### config.mk
export PLATFORM = sky130hd
export DESIGN_NAME = id_ex_stage
export DESIGN_NICKNAME = d
export VERILOG_FILES = /design/src/rtl/mips_pkg.sv /design/src/rtl/alu_ctrl.sv /design/src/rtl/id_ex_stage.sv
export SDC_FILE = /design/constraint.sdc
export NUM_CORES = 1
export LEC_CHECK = 0
export CAP_MARGIN = 20
export CORE_UTILIZATION = 45
export CTS_BUF_LIST = sky130_fd_sc_hd__clkbuf_16
export CTS_CLUSTER_SIZE = 40
export DETAILED_ROUTE_END_ITERATION = 10
export GPL_TIMING_DRIVEN = 1
export PLACE_DENSITY = 0.91
export SETUP_SLACK_MARGIN = 0.05
export SYNTH_ARGS = -nofsm -noshare
export SYNTH_HDL_FRONTEND = slang
export SYNTH_SLANG_ARGS = --single-unit
### constraint.sdc
create_clock -name clk -period 3.1 [get_ports clk]
set_input_delay 0.62 -clock clk [delete_from_list [all_inputs] [get_ports clk]]
set_output_delay 0.62 -clock clk [all_outputs]
set_load 0.005 [all_outputs]
### src/rtl/mips_pkg.sv
// Shared MIPS decode constants, ALU encoding and ID/EX control/register records.
package mips_pkg;

  // Primary opcodes handled by the execute stage.
  localparam logic [5:0] OP_RTYPE = 6'h00;
  localparam logic [5:0] OP_ADDI  = 6'h08;
  localparam logic [5:0] OP_LW    = 6'h23;
  localparam logic [5:0] OP_SW    = 6'h2B;
  localparam logic [5:0] OP_BEQ   = 6'h04;

  // R-type function codes.
  localparam logic [5:0] FN_SLL = 6'h00;
  localparam logic [5:0] FN_SRL = 6'h02;
  localparam logic [5:0] FN_ADD = 6'h20;
  localparam logic [5:0] FN_SUB = 6'h22;
  localparam logic [5:0] FN_AND = 6'h24;
  localparam logic [5:0] FN_OR  = 6'h25;
  localparam logic [5:0] FN_NOR = 6'h27;
  localparam logic [5:0] FN_SLT = 6'h2A;

  // ALU function codes, shared with the ALU itself.
  localparam logic [2:0] ALU_ADD = 3'd0;
  localparam logic [2:0] ALU_SUB = 3'd1;
  localparam logic [2:0] ALU_AND = 3'd2;
  localparam logic [2:0] ALU_OR  = 3'd3;
  localparam logic [2:0] ALU_SLT = 3'd4;
  localparam logic [2:0] ALU_NOR = 3'd5;
  localparam logic [2:0] ALU_SLL = 3'd6;
  localparam logic [2:0] ALU_SRL = 3'd7;

  // Operand 1 comes from rs except for shifts, which shift rt.
  typedef enum logic {
    IN1_RS = 1'b0,
    IN1_RT = 1'b1
  } in1_sel_e;

  // Operand 2 is rt, the shift amount, or the sign-extended immediate.
  typedef enum logic [1:0] {
    IN2_RT    = 2'd0,
    IN2_SHAMT = 2'd1,
    IN2_IMM   = 2'd2
  } in2_sel_e;

  // Destination register field; NONE yields register 0.
  typedef enum logic [1:0] {
    DST_NONE = 2'd0,
    DST_RD   = 2'd1,
    DST_RT   = 2'd2
  } dst_sel_e;

  typedef struct packed {
    logic [2:0] aluop;
    in1_sel_e   in1_sel;
    in2_sel_e   in2_sel;
    dst_sel_e   dst_sel;
    logic       reg_write;
    logic       mem_read;
    logic       mem_write;
    logic       branch_eq;
    logic       illegal;
  } ctrl_t;

  // Contents of the ID/EX pipeline register; all-zero is a bubble.
  typedef struct packed {
    logic        valid;
    logic [31:0] alu_in1;
    logic [31:0] alu_in2;
    logic [2:0]  aluop;
    logic [31:0] rt_data;
    logic [4:0]  dest;
    logic        reg_write;
    logic        mem_read;
    logic        mem_write;
    logic        branch_eq;
    logic [31:0] branch_target;
    logic        illegal;
  } ex_regs_t;

  function automatic logic [31:0] sext16(input logic [15:0] imm);
    return {{16{imm[15]}}, imm};
  endfunction

endpackage

### src/rtl/alu_ctrl.sv
// Combinational decode of opcode/funct into ALU function, operand selects and control bits.
module alu_ctrl
  import mips_pkg::*;
(
  input  logic [5:0] opcode_i,
  input  logic [5:0] funct_i,
  output ctrl_t      ctrl_o
);

  // Unsupported encodings fall through to the illegal record with every side effect cleared.
  always_comb begin
    ctrl_o         = '0;
    ctrl_o.aluop   = ALU_ADD;
    ctrl_o.in1_sel = IN1_RS;
    ctrl_o.in2_sel = IN2_RT;
    ctrl_o.dst_sel = DST_NONE;
    case (opcode_i)
      OP_RTYPE: begin
        ctrl_o.dst_sel   = DST_RD;
        ctrl_o.reg_write = 1'b1;
        case (funct_i)
          FN_ADD: ctrl_o.aluop = ALU_ADD;
          FN_SUB: ctrl_o.aluop = ALU_SUB;
          FN_AND: ctrl_o.aluop = ALU_AND;
          FN_OR:  ctrl_o.aluop = ALU_OR;
          FN_SLT: ctrl_o.aluop = ALU_SLT;
          FN_NOR: ctrl_o.aluop = ALU_NOR;
          FN_SLL: begin
            ctrl_o.aluop   = ALU_SLL;
            ctrl_o.in1_sel = IN1_RT;
            ctrl_o.in2_sel = IN2_SHAMT;
          end
          FN_SRL: begin
            ctrl_o.aluop   = ALU_SRL;
            ctrl_o.in1_sel = IN1_RT;
            ctrl_o.in2_sel = IN2_SHAMT;
          end
          default: begin
            ctrl_o.dst_sel   = DST_NONE;
            ctrl_o.reg_write = 1'b0;
            ctrl_o.illegal   = 1'b1;
          end
        endcase
      end
      OP_ADDI: begin
        ctrl_o.in2_sel   = IN2_IMM;
        ctrl_o.dst_sel   = DST_RT;
        ctrl_o.reg_write = 1'b1;
      end
      OP_LW: begin
        ctrl_o.in2_sel   = IN2_IMM;
        ctrl_o.dst_sel   = DST_RT;
        ctrl_o.reg_write = 1'b1;
        ctrl_o.mem_read  = 1'b1;
      end
      OP_SW: begin
        ctrl_o.in2_sel   = IN2_IMM;
        ctrl_o.mem_write = 1'b1;
      end
      OP_BEQ: begin
        ctrl_o.aluop     = ALU_SUB;
        ctrl_o.branch_eq = 1'b1;
      end
      default: begin
        ctrl_o.illegal = 1'b1;
      end
    endcase
  end

endmodule

### src/rtl/id_ex_stage.sv
// ID/EX pipeline register: operand muxing, sign extension, branch target and stall/flush control.
module id_ex_stage
  import mips_pkg::*;
(
  input  logic        clk,
  input  logic        reset,
  input  logic        stall,
  input  logic        flush,
  input  logic        in_valid,
  input  logic [31:0] instr,
  input  logic [31:0] rs_data,
  input  logic [31:0] rt_data,
  input  logic [31:0] pc_plus4,
  output logic        ex_valid,
  output logic [31:0] alu_in1,
  output logic [31:0] alu_in2,
  output logic [2:0]  aluop,
  output logic [31:0] ex_rt_data,
  output logic [4:0]  ex_dest,
  output logic        reg_write,
  output logic        mem_read,
  output logic        mem_write,
  output logic        branch_eq,
  output logic [31:0] branch_target,
  output logic        illegal
);

  ctrl_t       ctrl;
  logic [31:0] imm32;
  logic [4:0]  dest;
  ex_regs_t    ex_d;
  ex_regs_t    ex_q;
  logic        unused_rs_field;

  // The rs field is not needed here because rs_data already arrives from the register file.
  assign unused_rs_field = ^instr[25:21];

  alu_ctrl u_alu_ctrl (
    .opcode_i (instr[31:26]),
    .funct_i  (instr[5:0]),
    .ctrl_o   (ctrl)
  );

  assign imm32 = sext16(instr[15:0]);

  // Build the next register contents for a valid instruction; writes to $0 are suppressed.
  always_comb begin
    case (ctrl.dst_sel)
      DST_RD:  dest = instr[15:11];
      DST_RT:  dest = instr[20:16];
      default: dest = 5'd0;
    endcase

    ex_d         = '0;
    ex_d.valid   = 1'b1;
    ex_d.alu_in1 = (ctrl.in1_sel == IN1_RT) ? rt_data : rs_data;
    case (ctrl.in2_sel)
      IN2_SHAMT: ex_d.alu_in2 = {27'd0, instr[10:6]};
      IN2_IMM:   ex_d.alu_in2 = imm32;
      default:   ex_d.alu_in2 = rt_data;
    endcase
    ex_d.aluop         = ctrl.aluop;
    ex_d.rt_data       = rt_data;
    ex_d.dest          = dest;
    ex_d.reg_write     = ctrl.reg_write && (dest != 5'd0);
    ex_d.mem_read      = ctrl.mem_read;
    ex_d.mem_write     = ctrl.mem_write;
    ex_d.branch_eq     = ctrl.branch_eq;
    ex_d.branch_target = pc_plus4 + {imm32[29:0], 2'b00};
    ex_d.illegal       = ctrl.illegal;
  end

  // Reset and flush load a bubble, stall holds, otherwise latch the instruction or a bubble.
  always_ff @(posedge clk) begin
    if (reset || flush) begin
      ex_q <= '0;
    end else if (!stall) begin
      ex_q <= in_valid ? ex_d : '0;
    end
  end

  assign ex_valid      = ex_q.valid;
  assign alu_in1       = ex_q.alu_in1;
  assign alu_in2       = ex_q.alu_in2;
  assign aluop         = ex_q.aluop;
  assign ex_rt_data    = ex_q.rt_data;
  assign ex_dest       = ex_q.dest;
  assign reg_write     = ex_q.reg_write;
  assign mem_read      = ex_q.mem_read;
  assign mem_write     = ex_q.mem_write;
  assign branch_eq     = ex_q.branch_eq;
  assign branch_target = ex_q.branch_target;
  assign illegal       = ex_q.illegal;

endmodule
==> impl_results.md, run 1 <==
- Final RePlAce weighted congestion: 0.918
- Post-route DRC: 0
- Total clock sinks: between 100 and 150
- Crit end category: register
- Kind of critical path: in -> reg
- CP arrival: 3.14 ns
- Commonest cells after routing, fill and taps aside: clkdlybuf4s50_1, dfxtp_1, a21oi_1
- Post-synth top flop: dfxtp_1
- Final Hold Viols: 0
- FMAX: 0.353 GHz
- CTS clk-pin slew, worst paths: 0.06 ns
- Syn Std Cell Area: 0.00715 mm^2
- Commonest non-fill, non-tap cell in the layout: clkdlybuf4s50_1
- Number of buffers created by CTS: 17
- Clk Latency, worst-skew pair: 0.42 ns
- I/O Buffers: approximately 270
- Leak: 4.23 nW
- DRT antenna net count: 0
- RSZ-0062 raised after global routing: no
- HP Class: reg -> reg
- H-Tree Depth: 4
- Syn avg cell area: 7.94 um^2
- Dpl hpwl: 18.7 mm
- Max-cap check violation count: 0
- Startpoint types: input port
- Rows: 45
- Finished Layout Cells: 1406
- Inst Count DP: 1373
- Slew HR: 0.454
- Largest net degree at the start of global routing: approximately 120
- Syn nets: between 1000 and 1500
- Distinct cell type count of the synthesized netlist: 61
- Run status: finished clean
- Ports: 275
- Core area: 0.0154 mm^2
- Post-route minimum period: 2.83 ns
- Post-route setup slack: 0.267 ns
- #FFs+latches synth: about 140
- CTS tree: done
- Hold-fix buffers, CTS: 0
- Final TNS setup: 0 ns
- Core Util, Final: 0.712
- Worst slack at placement: -0.0967 ns
- Number of synthesized flops with an enable pin: 0
- GRT Total Usage: 0.315
- Final period util: 0.914
- Via-per-instance ratio: about 5.8
- Worst hold slack: 0.451 ns
- 1st-pass router iterations: 7
- Critical path peak fanout: 3
- Slew @ Worst Pin: 0.819 ns
- Antenna violations before repair: 1
- DR WL/cell: 18.8 um
- Max rail drop VDD: 439 uV
- Chip Width: 128 um
- Initial Utilization: 0.465
- Cells after synthesis: 900
- Clock root cell: clkbuf_16
- DRT Wirelength: 26.5 mm
- Postcts setup bufs: 0
- Area Growth Syn to Fin: 53.1%
- Final setup fails: 0
- Vias: slightly above 8000
- Final Skew: 0 ns
- Vias in the first global route: 7594
- Power density over cell area: 461 mW/mm^2
- Max-slew violations: 0
- Layout cells sized above 1: 0.0871
- GRT overflow: 0
- Nets: 1348
- Async SR Flop Fraction: 0
- Die area: 0.0164 mm^2
- Req. time, crit path: 3.41 ns
- Die height: 128 um
- Initial DRC count: 715
- Seq/Total Area, Yosys: 0.398
- Clock buffer depth: 2
- CTS resizes: 0
- First-pass GRT wire length: a little under 40 mm
- Count of warnings emitted by yosys: 0
metal layers:
layer  GRT usage  part of all wire  vias to the layer above
li1            -                 -                     3785
met1       0.355              0.38                     3810
met2       0.542              0.48                      450
met3      0.0743             0.079                      106
met4       0.187             0.053                        0
met5           0                 0                        -
kinds of logic after synthesis:
logic type,after synthesis,synth area share
AOI/OAI and AO/OA,306,0.269
muxes,3,0.00420
DFF,142,0.398
xor gates and xnor gates,23,0.0282
buffers and inverters,83,0.0522
and+or+nand+nor,309,0.188
adders and majority gates,34,0.0606
critical path, stage by stage:
cell             delay, ns
clkdlybuf4s50_1       0.42
ha_1                  0.24
fa_1                  0.43
a211oi_1              0.31
o21ai_1               0.16
nand3_1               0.14
nand2_1               0.11
a21oi_1               0.22
buf_4                 0.17
o41ai_1               0.07
xnor2_1               0.18
o21ai_1               0.07
Yosys cell counts (all sizes together), types with 3 or more instances:
library cell  count  area (um^2)
nor4              7         50.1
o21bai            5         37.5
dfxtp           142         2840
nand3b            3         22.5
xnor2            12          105
xor2             11         96.3
nand2           114          428
nand4             5         31.3
inv              14         52.6
buf               8         57.6
clkbuf           61          263
o21ai            41          205
a222oi           10          100
a22oi            81          608
nand2b            5         31.3
nand3            12         60.1
a21o             17          128
ha               33          413
and3              5         31.3
nor3             15         80.1
a21oi           124          621
nor2b             5         31.3
a31oi            10         62.6
mux2i             3         30.0
nor2            123          462
and2              4         25.0
layout make-up:
class	instances	area, um^2
clock buffer	17	425
fill	1125	4430
inverter	14	52.6
timing repair buffer	331	3210
clock inverter	15	209
sequential	142	2840
tap	211	264
antenna	1	2.50
multi-input combinational	675	3940
registers in the layout, summed over array words and instances (netlist names), 3 cells and up:
register       cells
alu_in2           32
branch_target     32
aluop              3
alu_in1           32
ex_rt_data        32
ex_dest            5
stage by stage:
stage	power (W)	instance area, um^2
floorplan	0.00239	7150
global placement	0.00284	10300
detailed placement	0.00285	10300
CTS	0.00505	10900
global route	0.00522	10900
finish	0.00505	10900
worst paths after layout:
path	from	slack, ns	depth (start not counted)	to
worst max-delay path	instr[0]	0.27	12	branch_target[28]$_SDFFE_PP0N_
worst min-delay path	branch_target[28]$_SDFFE_PP0N_	0.45	2	branch_target[28]$_SDFFE_PP0N_
worst max register to register	branch_target[29]$_SDFFE_PP0N_	2.14	3	branch_target[29]$_SDFFE_PP0N_
worst min register to register	branch_target[28]$_SDFFE_PP0N_	0.45	2	branch_target[28]$_SDFFE_PP0N_
report_power, final:
group / leakage, nW / internal [W] / switching [W]
combinational: 2.76 / 0.000478 / 0.000469
clock: 0.317 / 0.00136 / 0.000854
sequential: 1.15 / 0.00186 / 0.0000228
Note: power is estimated with default switching activity, not from simulation.
==> run 2: changes to the inputs <==
--- a/config.mk
+++ b/config.mk
@@ -6,12 +6,13 @@
 export NUM_CORES = 1
 export LEC_CHECK = 0
 export CAP_MARGIN = 20
-export CORE_UTILIZATION = 45
+export CORE_UTILIZATION = 55
 export CTS_BUF_LIST = sky130_fd_sc_hd__clkbuf_16
 export CTS_CLUSTER_SIZE = 40
 export DETAILED_ROUTE_END_ITERATION = 10
+export DONT_BUFFER_PORTS = 1
 export GPL_TIMING_DRIVEN = 1
-export PLACE_DENSITY = 0.91
+export PLACE_DENSITY = 0.79
 export SETUP_SLACK_MARGIN = 0.05
 export SYNTH_ARGS = -nofsm -noshare
 export SYNTH_HDL_FRONTEND = slang
==> impl_results.md, run 2 (synthesis gave the netlist of run 1 again) <==
- Run status: finished clean
- I/O Buffers: 0
- Max rail drop VDD: 418 uV
- Reg2reg start: branch_target[29]$_SDFFE_PP0N_
- Die height: 116 um
- Antenna violations before repair: 0
- GRT overflow: 0
- Nets: 1026
- First-pass GRT wire length: 30.6 mm
- Final TNS setup: 0 ns
- Layout cells sized above 1: 0.0574
- Number of buffers created by CTS: 17
- Diode count: 0
- Kind of critical path: in -> reg
- Worst setup path startpoint: instr[0]
- FMAX: 0.401 GHz
- CTS tree: done
- Via-per-instance ratio: 6.23
- R2R depth: 3
- Dpl hpwl: 14.9 mm
- Startpoint types: input port
- Postcts setup bufs: 0
- HP Class: in -> reg
- Commonest cells after routing, fill and taps aside: dfxtp_1, a21oi_1, nor2_1
- Total clock sinks: 142
- Rows: ~40
- R2r endpoint: branch_target[29]$_SDFFE_PP0N_
- CP arrival: 2.81 ns
- Vias in the first global route: between 5000 and 6000
- Crit end category: register
- Critical path peak fanout: 10
- Hold-fix buffers, CTS: 0
- Max-slew violations: 0
- Worst setup path endpoint: branch_target[20]$_SDFFE_PP0N_
- Power Total: 0.00453 W
- 1st-pass router iterations: 5
- Initial DRC count: about 650
- DRT Wirelength: 21.1 mm
- Die area: between 0.01 and 0.015 mm^2
- R2R setup slack: 2.13 ns
- DR WL/cell: 20.3 um
- Vias: 6499
- H-Tree Depth: 4
- Clk Latency, worst-skew pair: 0.42 ns
- Initial Utilization: 0.564
- RSZ-0062 raised after global routing: no
- Final period util: 0.804
- Power density over cell area: 584 mW/mm^2
- Largest net degree at the start of global routing: 127
- Clock root cell: clkbuf_16
- Leak: 2.95 nW
- Final setup fails: 0
- Post-route minimum period: 2.49 ns
- GRT Total Usage: 0.302
- Max-cap check violation count: 0
- Final Skew: 0 ns
- Final RePlAce weighted congestion: just over 0.9
- Final-layout fill cell count: 1134
- CTS clk-pin slew, worst paths: ~0.06 ns
- Req. time, crit path: 3.42 ns
- Clock buffer depth: 2
- Commonest non-fill, non-tap cell in the layout: dfxtp_1
- Area Growth Syn to Fin: 8.31%
- Ports: 275
- Final Hold Viols: 0
- DRT antenna net count: 0
- Post-route DRC: 0
- CTS resizes: 0
- Slew HR: 0.498
- Core area: about 0.013 mm^2
- Chip Width: 116 um
- Slew @ Worst Pin: 0.751 ns
-- run 2: changes by cell type in the layout (fill, tap and decap cells not counted) --
cell,before,now
inv_8,2,1
clkdlybuf4s50_1,268,0
bufinv_16,4,3
buf_12,4,1
inv_1,14,13
diode_2,1,0
clkinv_2,2,1
clkinv_4,3,5
buf_4,59,8
clkinvlp_4,0,1
-- run 2: how the worst min path moves through the flow --
stage | from | endpoint | cells after the start
floorplan | branch_target[23]$_SDFFE_PP0N_ | branch_target[23]$_SDFFE_PP0N_ | 2
global placement | branch_target[21]$_SDFFE_PP0N_ | branch_target[21]$_SDFFE_PP0N_ | 2
detailed placement | branch_target[23]$_SDFFE_PP0N_ | branch_target[23]$_SDFFE_PP0N_ | 2
CTS | rt_data[10] | ex_rt_data[10]$_SDFFE_PP0N_ | 2
global route | rt_data[6] | ex_rt_data[6]$_SDFFE_PP0N_ | 2
finish | rt_data[10] | ex_rt_data[10]$_SDFFE_PP0N_ | 2
-- run 2: stage by stage --
step / util / hold WS (ns) / std cells / cell area [um^2] / worst slack (ns)
6_report: 0.611 / 0.339 / 1043 / 7740 / 0.607
5_1_grt: 0.611 / 0.330 / 1043 / 7740 / 0.520
4_1_cts: 0.611 / 0.331 / 1043 / 7740 / 0.688
3_5_place_dp: 0.563 / 0.458 / 1012 / 7130 / 0.275
3_3_place_gp: 0.563 / 0.454 / 1012 / 7130 / 0.289
2_1_floorplan: - / 0.442 / 900 / 7150 / 0.194
-- run 2: worst max-delay path, stage by stage --
cell and delay [ns]:
ha_1 0.22, fa_1 0.44, a211oi_1 0.30, o21ai_1 0.15, nand3_1 0.14, nand2_1 0.09
a21oi_1 0.37, o21bai_1 0.13, xor2_1 0.16, a22o_1 0.20
-- run 2: power breakdown --
| group | internal (W) | total (W) | switching, W |
|---|---|---|---|
| logic | 0.000215 | 0.000534 | 0.000319 |
| clock network | 0.00128 | 0.00209 | 0.000817 |
| registers | 0.00187 | 0.00190 | 0.0000324 |
-- run 2: final cells by class --
type                       count  area (um^2)  share of cell area
multi-input combinational    675         3940               0.509
sequential                   142         2840               0.367
tap                          172          215              0.0278
inverter                      14         52.6             0.00679
timing repair buffer           9         80.1              0.0103
clock buffer                  17          425              0.0549
clock inverter                14          184              0.0238
-- run 2: layer usage --
layer | share of wire | vias up | track usage | wire length (um)
met3 | 0.11 | 32 | 0.104 | 2250
met1 | 0.41 | 3000 | 0.378 | 8570
met2 | 0.47 | 320 | 0.477 | 9840
li1 | - | 3147 | - | -
met5 | 0 | - | 0 | 0
met4 | 0.023 | 0 | 0.117 | 476
==> run 3: changes to the inputs <==
==> constraint.sdc (replaced) <==
create_clock -name clk -period 2.3 [get_ports clk]
set_input_delay 0.46 -clock clk [delete_from_list [all_inputs] [get_ports clk]]
set_output_delay 0.46 -clock clk [all_outputs]
set_load 0.005 [all_outputs]
==> impl_results.md, run 3 (synthesis gave the netlist of run 1 again) <==
- Run status: finished clean
- Clock network fraction of total power: 0.435
- DR WL/cell: 20.0 um
- WP buf/inv: 1
- Met1 Routed Length: 8.78 mm
- Vias: approximately 6700
- Slew @ Worst Pin: 0.767 ns
- Total clock sinks: 142
- Req. time, crit path: 2.61 ns
- H-Tree Depth: 4
- Sequential Power Share: 0.428
- Area Growth Syn to Fin: 13.1%
- Worst path slowest cell: fa_2
- Crit end category: register
- Met2 WL: 10.4 mm
- Slew HR: 0.487
- I/O Buffers: 0
- Worst setup path startpoint: instr[0]
- FMAX: 0.489 GHz
- Initial DRC count: 583
- Antenna violations before repair: 0
- Clock root cell: clkbuf_16
- Hold-fix buffers, CTS: 0
- Die area: 0.0135 mm^2
- 1st-pass router iterations: 5
- Postcts setup bufs: 0
- Startpoint types: input port
- Layout cells sized above 1: 0.111
- Final setup fails: 0
- Leak: 3.16 nW
- Diode count: 0
- Clk Latency, worst-skew pair: 0.42 ns
- GRT Total Usage: 0.310
- Post-route minimum period: 2.04 ns
- Number of buffers created by CTS: 17
- Dpl cell area: 0.00753 mm^2
- Ports: 275
- Final instance area: 0.00808 mm^2
- NetSw: 0.00168 W
- Final RePlAce weighted congestion: between 0.9 and 1
- Worst-path cell chain: ha_1, fa_2, a211oi_2, o21ai_1, nand3_1, nand2_1, a21oi_1, buf_4, o21ai_1, xnor2_1, o21ai_1
- DRT antenna net count: 0
- Power density over cell area: about 740 mW/mm^2
- Final Skew: 0 ns
- Min-delay src: rt_data[11]
- First-pass GRT wire length: 31.5 mm
- Reg2reg start: branch_target[29]$_SDFFE_PP0N_
- Max rail drop VDD: ~400 uV
- Switch share: 0.281
- Top routing layer used: met4
- Largest net degree at the start of global routing: 127
- CP peak stage delay: 0.35 ns
- Commonest cells after routing, fill and taps aside: dfxtp_1, a21oi_1, nor2_1
- Max-cap check violation count: 0
- Internal power: 0.00429 W
- Chip Width: 116 um
- Max-slew violations: 0
- Clock buffer depth: 2
- CTS clk-pin slew, worst paths: 0.07 ns
- Kind of critical path: in -> reg
- CTS resizes: 0
- Commonest non-fill, non-tap cell in the layout: dfxtp_1
- DRT Wirelength: 21.8 mm
- Final period util: 0.889
- Critical path peak fanout: 10
- Crit path max-delay family: compound AO/OA/AOI/OAI gates
- Initial Utilization: 0.564
- Dpl hpwl: roughly 15 mm
- Post-route setup slack: approximately 0.26 ns
- Worst slack at placement: -0.124 ns
- GRT overflow: 0
- RSZ-0062 raised after global routing: no
- Power Total: 0.00597 W
- HP Class: in -> reg
- Power share of the combinational group: 0.137
- Post-route DRC: 0
- Die height: 116 um
- Met3 routed WL: 2.15 mm
- Core area: 0.0127 mm^2
- Rows: 41
- Vias in the first global route: 5998
- Core Util, Final: 0.638
- CTS tree: done
- Critical path's most frequent cell: o21ai_1
- Nets: 1072
- Via-per-instance ratio: about 6
- Final Hold Viols: 0
- CP arrival: 2.36 ns
run 3: changes by cell type in the layout (fill, tap and decap cells not counted), moves of 3 or more:
cell,before,now
bufinv_16,3,0
inv_8,1,4
clkinv_4,5,1
clkinvlp_4,1,4
buf_4,8,53
run 3: routing by layer:
metal	up-vias	global-route usage
met5	-	0
met4	0	0.121
met3	31	0.108
met2	286	0.513
met1	3175	0.367
li1	3239	-
run 3: final cells by class:
type,instances,area [um^2]
fill,1150,4590
multi-input combinational,675,3980
sequential,142,2840
timing repair buffer,55,438
clock buffer,17,425
tap,172,215
clock inverter,15,128
inverter,14,52.6
run 3: power groups by stage:
stage,clock network (W),logic (W),registers (W)
2_1_floorplan,0,0.000629,0.00260
6_report,0.00260,0.000816,0.00256
3_3_place_gp,0,0.000793,0.00261
4_1_cts,0.00264,0.000809,0.00256
5_1_grt,0.00275,0.000902,0.00256
3_5_place_dp,0,0.000801,0.00261
run 3: path summary, 6_finish.rpt:
| check | end | slack, ns | cells past startpoint |
|---|---|---|---|
| max reg2reg | branch_target[29]$_SDFFE_PP0N_ | 1.33 | 3 |
| max | branch_target[24]$_SDFFE_PP0N_ | 0.26 | 11 |
| min | ex_rt_data[11]$_SDFFE_PP0N_ | 0.18 | 2 |
| min reg2reg | branch_target[21]$_SDFFE_PP0N_ | 0.46 | 2 |
run 3: per-stage QoR:
stage          setup TNS, ns  hold WS, ns  instances
2_1_floorplan          -2.58        0.442        900
6_report                   0        0.178       1090
3_3_place_gp           -1.29        0.454       1058
5_1_grt                    0        0.169       1090
3_5_place_dp           -1.78        0.458       1058
4_1_cts                    0        0.170       1090
